$ cat src/rtl/timer_setup.sv
// Countdown-timer preset entry: synchronised plus/minus buttons step a two-digit BCD value with press-and-hold auto-repeat.
// Optional feature macro TIMER_SETUP_WRAP_EN: 99 min <-> 00 s wrap instead of saturating at both ends.
module timer_setup #(
    parameter int REPEAT_DELAY = 32,
    parameter int REPEAT_RATE  = 8
) (
    input  logic       clk,
    input  logic       reset,
    input  logic       plus,
    input  logic       minus,
    output logic [3:0] hi,
    output logic [3:0] lo,
    output logic       seconds
);

    localparam int CW = $clog2(REPEAT_DELAY + 1);
    localparam logic [CW-1:0] DELAY_C  = CW'(REPEAT_DELAY);
    // Reloading here makes the counter hit DELAY_C again exactly REPEAT_RATE cycles later.
    localparam logic [CW-1:0] RELOAD_C = CW'(REPEAT_DELAY - REPEAT_RATE + 1);

    typedef struct packed {
        logic [3:0] hi;
        logic [3:0] lo;
        logic       sec;
    } preset_t;

    typedef enum logic [1:0] {
        S_IDLE,
        S_PLUS,
        S_MINUS,
        S_BLOCKED
    } state_t;

    logic          plus_meta_q, plus_sync_q, plus_prev_q;
    logic          minus_meta_q, minus_sync_q, minus_prev_q;
    logic [CW-1:0] cnt_q, cnt_d;
    state_t        state_q, state_d;
    preset_t       preset_q, preset_d;
    logic          do_up, do_dn;

    function automatic preset_t bcd_inc(preset_t p);
        preset_t r = p;
        if (p.lo == 4'd9) begin
            r.lo = 4'd0;
            r.hi = p.hi + 4'd1;
        end else begin
            r.lo = p.lo + 4'd1;
        end
        return r;
    endfunction

    function automatic preset_t bcd_dec(preset_t p);
        preset_t r = p;
        if (p.lo == 4'd0) begin
            r.lo = 4'd9;
            r.hi = p.hi - 4'd1;
        end else begin
            r.lo = p.lo - 4'd1;
        end
        return r;
    endfunction

    function automatic preset_t step_up(preset_t p);
        preset_t r;
        if (p.sec) begin
            if (p.hi == 4'd5 && p.lo == 4'd9) r = '{hi: 4'd0, lo: 4'd1, sec: 1'b0};
            else                              r = bcd_inc(p);
        end else if (p.hi == 4'd9 && p.lo == 4'd9) begin
`ifdef TIMER_SETUP_WRAP_EN
            r = '{hi: 4'd0, lo: 4'd0, sec: 1'b1};
`else
            r = p;
`endif
        end else begin
            r = bcd_inc(p);
        end
        return r;
    endfunction

    function automatic preset_t step_dn(preset_t p);
        preset_t r;
        if (!p.sec) begin
            if (p.hi == 4'd0 && p.lo == 4'd1) r = '{hi: 4'd5, lo: 4'd9, sec: 1'b1};
            else                              r = bcd_dec(p);
        end else if (p.hi == 4'd0 && p.lo == 4'd0) begin
`ifdef TIMER_SETUP_WRAP_EN
            r = '{hi: 4'd9, lo: 4'd9, sec: 1'b0};
`else
            r = p;
`endif
        end else begin
            r = bcd_dec(p);
        end
        return r;
    endfunction

    // NOTE: sequential state uses non-blocking assignments so every register samples pre-edge values.
    always_ff @(posedge clk or negedge reset) begin
        if (!reset) begin
            plus_meta_q  <= 1'b0;
            plus_sync_q  <= 1'b0;
            plus_prev_q  <= 1'b0;
            minus_meta_q <= 1'b0;
            minus_sync_q <= 1'b0;
            minus_prev_q <= 1'b0;
            cnt_q        <= '0;
            state_q      <= S_IDLE;
            preset_q     <= '{hi: 4'd0, lo: 4'd0, sec: 1'b1};
        end else begin
            plus_meta_q  <= plus;
            plus_sync_q  <= plus_meta_q;
            plus_prev_q  <= plus_sync_q;
            minus_meta_q <= minus;
            minus_sync_q <= minus_meta_q;
            minus_prev_q <= minus_sync_q;
            cnt_q        <= cnt_d;
            state_q      <= state_d;
            preset_q     <= preset_d;
        end
    end

    // NOTE: every variable gets a default first so no path through this block infers a latch.
    always_comb begin
        state_d  = state_q;
        cnt_d    = cnt_q;
        preset_d = preset_q;
        do_up    = 1'b0;
        do_dn    = 1'b0;

        if (plus_sync_q && minus_sync_q) begin
            state_d = S_BLOCKED;
            cnt_d   = '0;
        end else if (plus_sync_q && !plus_prev_q) begin
            do_up   = 1'b1;
            state_d = S_PLUS;
            cnt_d   = CW'(1);
        end else if (minus_sync_q && !minus_prev_q) begin
            do_dn   = 1'b1;
            state_d = S_MINUS;
            cnt_d   = CW'(1);
        end else begin
            unique case (state_q)
                S_PLUS, S_MINUS: begin
                    if ((state_q == S_PLUS && plus_sync_q) || (state_q == S_MINUS && minus_sync_q)) begin
                        if (cnt_q == DELAY_C) begin
                            do_up = (state_q == S_PLUS);
                            do_dn = (state_q == S_MINUS);
                            cnt_d = RELOAD_C;
                        end else begin
                            cnt_d = cnt_q + CW'(1);
                        end
                    end else begin
                        state_d = S_IDLE;
                        cnt_d   = '0;
                    end
                end
                S_BLOCKED: begin
                    cnt_d = '0;
                    if (!plus_sync_q && !minus_sync_q) state_d = S_IDLE;
                end
                default: cnt_d = '0;
            endcase
        end

        if (do_up)      preset_d = step_up(preset_q);
        else if (do_dn) preset_d = step_dn(preset_q);
    end

    assign hi      = preset_q.hi;
    assign lo      = preset_q.lo;
    assign seconds = preset_q.sec;

endmodule

$ cat config.mk
export PLATFORM = sky130hd
export DESIGN_NAME = timer_setup
export DESIGN_NICKNAME = d
export VERILOG_FILES = /design/src/rtl/timer_setup.sv
export SDC_FILE = /design/constraint.sdc
export NUM_CORES = 1
export LEC_CHECK = 0
export ABC_AREA = 1
export CAP_MARGIN = 20
export CORE_MARGIN = 8
export CORE_UTILIZATION = 53
export DETAILED_ROUTE_END_ITERATION = 10
export PLACE_DENSITY = 0.81
export SYNTH_ARGS = -nofsm -noshare
export SYNTH_HDL_FRONTEND = slang
export SYNTH_SLANG_ARGS = --single-unit
$ cat constraint.sdc
create_clock -name clk -period 2.2 [get_ports clk]
set_input_delay 0.66 -clock clk [delete_from_list [all_inputs] [get_ports clk]]
set_output_delay 0.66 -clock clk [all_outputs]
set_load 0.01 [all_outputs]
=== Yosys cells after proc, flatten, opt, wreduce, memory -nomap -nowiden ===
Index checks and enable logic that the tools add are counted.
Widths: inputs -> output; s select.

* Bits in registers: 23
* Bits in latches: 0
* Memory bits (writable): 0
* ROM bits: 0
* Input bits: 4
* Output and inout port bits: 9
* Logic and storage cells: 86
* Memories kept: 0

* $add $sub $neg: 5
* Multipliers: 0
* Divide/modulo/power cells: 0
* $lt $le $gt $ge: 0
* Eq/ne operators: 12
* Shifts and indexed selects: 0
* Muxes and demuxes: 36
* Bitwise operators: 0
* Reductions and logical operators: 22

{| class="wikitable"
|+ Operators by type and width
! kind !! count
|-
| $mux 9 || 8
|-
| $mux 6 || 6
|-
| $mux 4 || 4
|-
| $mux 1 || 12
|-
| $logic_and 1x1->1 || 10
|-
| $mux 2 || 5
|-
| $ne 5x5->1 const B || 2
|-
| $add 4x1->4 const B || 2
|-
| $eq 4x4->1 const B || 2
|-
| $logic_not 4->1 || 2
|-
| $sub 4x1->4 const B || 2
|-
| $add 6x1->6 const B || 1
|-
| $eq 6x6->1 const B || 1
|-
| $ne 3x3->1 const B || 2
|-
| $reduce_and 3->1 || 2
|-
| $reduce_bool 5->1 || 1
|-
| $eq 2x2->1 const B || 2
|-
| $eq 4x1->1 const B || 1
|-
| $eq 4x3->1 const B || 1
|-
| $logic_not 1->1 || 4
|-
| $pmux 2 s2 || 1
|-
| $eq 2x1->1 const B || 1
|-
| $reduce_bool 2->1 || 1
|-
| $reduce_or 2->1 || 1
|-
| $logic_or 1x1->1 || 1
|}

=== Longest topological paths before layout ===
Gate-level depths: netlist of run 1.

* Word-level depth: 10
* Gate-level depth with buffers: 14
* Mapped depth without buffers: 14

=== Worst setup path before layout of run 1 ===
No wires, ideal clock.

* Path kind: reg2reg
* Start: register state_q[0]
* End: register preset_q, in the netlist hi[0]
* Data arrival time: 1.508 ns
* Path slack: 0.574 ns
* Cell stages (with the launch flop): 14
* Path buffers: 0
* Cells stage by stage: dfrtp_1 > inv_1 > ha_1 > clkinv_1 > nand2_1 > nor2_2 > nand2_2 > nand2_4 > nand2_4 > clkinv_4 > nand2_4 > nand2_8 > nand2_1 > nand2_1

* Cells in the longest elaborated chain, start to end: 10

{| class="wikitable"
|+ RTL lines
! item !! line !! text
|-
| start, declared || 37 || <nowiki>state_t state_q, state_d;</nowiki>
|-
| start signal, assigned || 117 || <nowiki>state_q <= state_d;</nowiki>
|-
| $eq 2x1->1 / $eq 2x2->1 (equally long branches) || n/a ||
|-
| $logic_and 1x1->1 || 144 || <nowiki>if ((state_q == S_PLUS && plus_sync_q) || (state_q == S_MINUS && minus_sync_q)) begin</nowiki>
|-
| $logic_or 1x1->1 || 144 ||
|-
| $mux 1 || 144 ||
|-
| $mux 1 || 142 || <nowiki>unique case (state_q)</nowiki>
|-
| $mux 1 || 137 || <nowiki>end else if (minus_sync_q && !minus_prev_q) begin</nowiki>
|-
| $mux 1 || 133 || <nowiki>end else if (plus_sync_q && !plus_prev_q) begin</nowiki>
|-
| $mux 1 || 130 || <nowiki>if (plus_sync_q && minus_sync_q) begin</nowiki>
|-
| $ne 3x3->1 (no line) / $reduce_bool 2->1 (equally long branches) || n/a ||
|-
| $reduce_and 3->1 (no line) || n/a ||
|-
| end signal, assigned || 108 || <nowiki>preset_q <= '{hi: 4'd0, lo: 4'd0, sec: 1'b1};</nowiki>
|-
| end signal, assigned || 118 || <nowiki>preset_q <= preset_d;</nowiki>
|-
| end, declared || 38 || <nowiki>preset_t preset_q, preset_d;</nowiki>
|}

Parallel ways exist; a longest one is shown, timed or not.
A chain may end at the register's enable or synchronous reset.

=== Worst setup path after layout of run 1 ===
* Start: register preset_q, in the netlist hi[0]
* End: output port hi[0]

{| class="wikitable"
|+ RTL lines
! item !! line !! text
|-
| end, declared || 11 || <nowiki>output logic [3:0] hi,</nowiki>
|}

No word-level cell between the ends.

==> run_results.csv, run 1 <==
group,metric,value,unit
power_and_ir_drop,p_leak,0.921,nW
drt,via_count,1416,
drt,avgViaCountPerCell,4.99,
synth,yosysWarnings,0,
global_routing,groute.usage.overall,13.2,%
cts,clkTransAtPathRegs,140,ps
layout,drive_gt1_share,16.7,%
global_routing,antenna_found_initial,0,
synth,yosysUniqueCellTypes,31,
cts,cts.path.max_buffers,2,
die,start_util,54.8,%
sta,maxSlewHeadroom,76.1,%
layout,area_growth,12.3,%
cts,clock-sinks,23,
drt,drt_iter0_markers,62,
sta,worst_slew_pin_slew,356,ps
sta,setup_viol,0,
synth,synth_nets,237,
global_routing,grt_max_degree,24,
global_routing,met3_usage,1.79,%
global_routing,grtUsageMet2,22.8,%
layout,final_common_cell,"nand2_1",
die,row_count,20,
synth,synth_edf_count,0,
critical_path,crit_path_end_kind,"primary output",
die,fp.dieH,72.0,µm
placement,numPortBuffers,12,
synth,syn_area,1660,µm²
placement,hpwlAfterDp,2.45,mm
global_routing,grt_pass1_vias,1357,
sta,fin_worst_skew,5.39,ps
synth,ys.flop_type,"dfrtp_1",
placement,gp_congestion,0.850,
drt,finalWirelength,3.24,mm
layout,nets,254,
sta,fin_crit_sh,95.6,%
cts,cts_buffers,3,
sta,drv_slew,0,
min_path,hold_path_class,"reg2reg",
cts,clkLatencyLatePin,320,ps
sta,rsz0062_at_grt,"no",
die,ios,13,
cts,cts-root-buf,"clkbuf_4",
placement,placed_cell_area,1830,µm²
synth,syn_avg_cell_area,7.41,µm²
cts,cts_resized,0,
critical_path,max_stage_delay,600,ps
sta,fin_tns_setup,0,ps
layout,filler_cell_count,280,
layout,diodes,0,
critical_path,critical_path_class,"reg2out",
cts,hold_buffers,0,
drt,ant_nets,0,
critical_path,critPathBufInv,1,
cts,htree_num_levels,1,
drt,first_pass_iters,4,
die,die_w,72.0,µm
power_and_ir_drop,vdd_ir_drop_max,0.000527,V
critical_path,start_kind,"register",
critical_path,cp.arrival,1440,ps
sta,fmax,475,MHz
critical_path,r2r_start,"state_q[0]",
die,coreArea,3030,µm²
global_routing,overflow,0,
synth,synthCells,224,
critical_path,cp_max_fo,8,
sta,hold_ws,368,ps
global_routing,use_met1,17.0,%
synth,synthArstFlopShare,100,%
critical_path,cp_top_family,"buffers and inverters",
critical_path,cp_slowest_cell,"clkdlybuf4s50_1",
global_routing,grt_busiest_layer,"met2",
global_routing,grt_first_pass_wirelength,5.71,mm
drt,drcViolationCount,0,
critical_path,required,1540,ps
critical_path,crit_start,"hi[0]",
cts,cts_tree,"done",
drt,drt-wirelength-per-cell,11.4,µm
layout,final_cell_area,1860,µm²
power_and_ir_drop,power_density,999,nW/µm²
synth,synth_seq_cells,23,
run,maxCapViolCount,0,
sta,hold_violations,0,
critical_path,crit_chain,"clkdlybuf4s50_1",
outcome,status,"completed",
synth,synth_seq_area_share,34.7,%
min_path,holdCritStartpoint,"minus_meta_q",
layout,final_cell_mix,"65 x nand2_1, 22 x dfrtp_1, 21 x inv_1",
die,die-area,5180,µm²
sta,final.min_clock_period,2100,ps
==> cell usage after synthesis (2+ instances only) <==
library cell / n / area [µm²]
nand2_2: 4 / 25.0
o21ai_1: 6 / 30.0
a21oi_1: 5 / 25.0
nand3_1: 20 / 100
nor2_1: 12 / 45.0
xor2_1: 5 / 43.8
nor2_2: 8 / 50.1
nor2_4: 2 / 22.5
inv_1: 21 / 78.8
ha_1: 9 / 113
xnor2_1: 3 / 26.3
o21ai_0: 10 / 50.1
nand2_4: 4 / 45.0
nand4_1: 5 / 31.3
dfrtp_1: 22 / 551
nand2_1: 65 / 244
inv_2: 9 / 33.8
==> cells by family (layout without fill, tap and decap cells) <==
family / count (synthesis) / count (layout) / share of synthesized area [%]
AOI/OAI and AO/OA: 25 / 25 / 8.21
xor gates and xnor gates: 8 / 8 / 4.22
adders and majority gates: 9 / 9 / 6.78
buffers and inverters: 35 / 51 / 8.97
DFF: 23 / 23 / 34.7
and+or+nand+nor: 124 / 124 / 37.1
==> path summary, 6_finish.rpt <==
path / endpoint / slack [ps] / cells past startpoint
min in group asynchronous: state_q[1] / 660 / 2
max: hi[0] / 100 / 1
max reg2reg: lo[3] / 280 / 13
min reg2reg: minus_sync_q / 370 / 0
min: minus_sync_q / 370 / 0
max in group asynchronous: seconds / 1260 / 2
==> flip-flops by register name, indices dropped and copies added, names as in the netlist <==
name,cells
plus_meta_q,1
seconds,1
minus_prev_q,1
state_q,2
hi,4
plus_sync_q,1
minus_meta_q,1
cnt_q,6
minus_sync_q,1
plus_prev_q,1
lo,4
==> power breakdown <==
part           leakage (nW)  internal (mW)  switching [mW]
clock                0.0139         0.0695           0.145
sequential            0.288          0.510           0.133
combinational         0.619          0.428           0.577
==> routing by layer <==
layer | part of all wire [%] | wire length (µm)
met5 | 0 | 0
met2 | 46 | 1480
met1 | 52 | 1670
met4 | 0.71 | 23
met3 | 2.0 | 66
==> cell type report <==
| type | count | area [µm²] | share of cell area (%) |
|---|---|---|---|
| multi-input cells | 166 | 935 | 50.1 |
| well taps | 44 | 55.1 | 2.95 |
| clock buffers | 3 | 22.5 | 1.21 |
| clock inverters | 1 | 7.51 | 0.403 |
| flip-flops and latches | 23 | 577 | 30.9 |
| repair buffers | 15 | 143 | 7.65 |
| inverters | 32 | 125 | 6.71 |
==> worst reg2reg max path, stage by stage, from the launching register on <==
cell and delay [ps]:
dfrtp_1 440, inv_1 60, ha_1 290, clkinv_1 90
nand2_1 120, nor2_2 50, nand2_2 80, nand2_4 50
nand2_4 170, clkinv_4 110, nand2_4 150, nand2_8 90
nand2_1 70, nand2_1 50
==> through the flow <==
step	setup slack (ps)	instances	power, mW	utilization (%)
2_1_floorplan	574	224	1.34	-
3_3_place_gp	369	279	1.63	60.3
3_5_place_dp	300	279	1.64	60.3
4_1_cts	89.7	284	1.87	61.6
5_1_grt	17.8	284	2.04	61.6
6_report	96.8	284	1.86	61.6
==> timing repair <==
| action | in CTS | in global routing |
|---|---|---|
| hold endpoints to repair | 0 | 0 |
| buffers inserted | 1 | 0 |
| setup endpoints to repair | 1 | 0 |
(Power assumes the default switching activity.)
==> inputs of run 2 (changes only) <==
--- a/config.mk
+++ b/config.mk
@@ -9,6 +9,7 @@
 export CAP_MARGIN = 20
 export CORE_MARGIN = 8
 export CORE_UTILIZATION = 53
+export CTS_CLUSTER_DIAMETER = 60
 export DETAILED_ROUTE_END_ITERATION = 10
 export PLACE_DENSITY = 0.81
 export SYNTH_ARGS = -nofsm -noshare
==> results of run 2 <==
No change in the layout: final DEF, timing and power equal those of run 1.
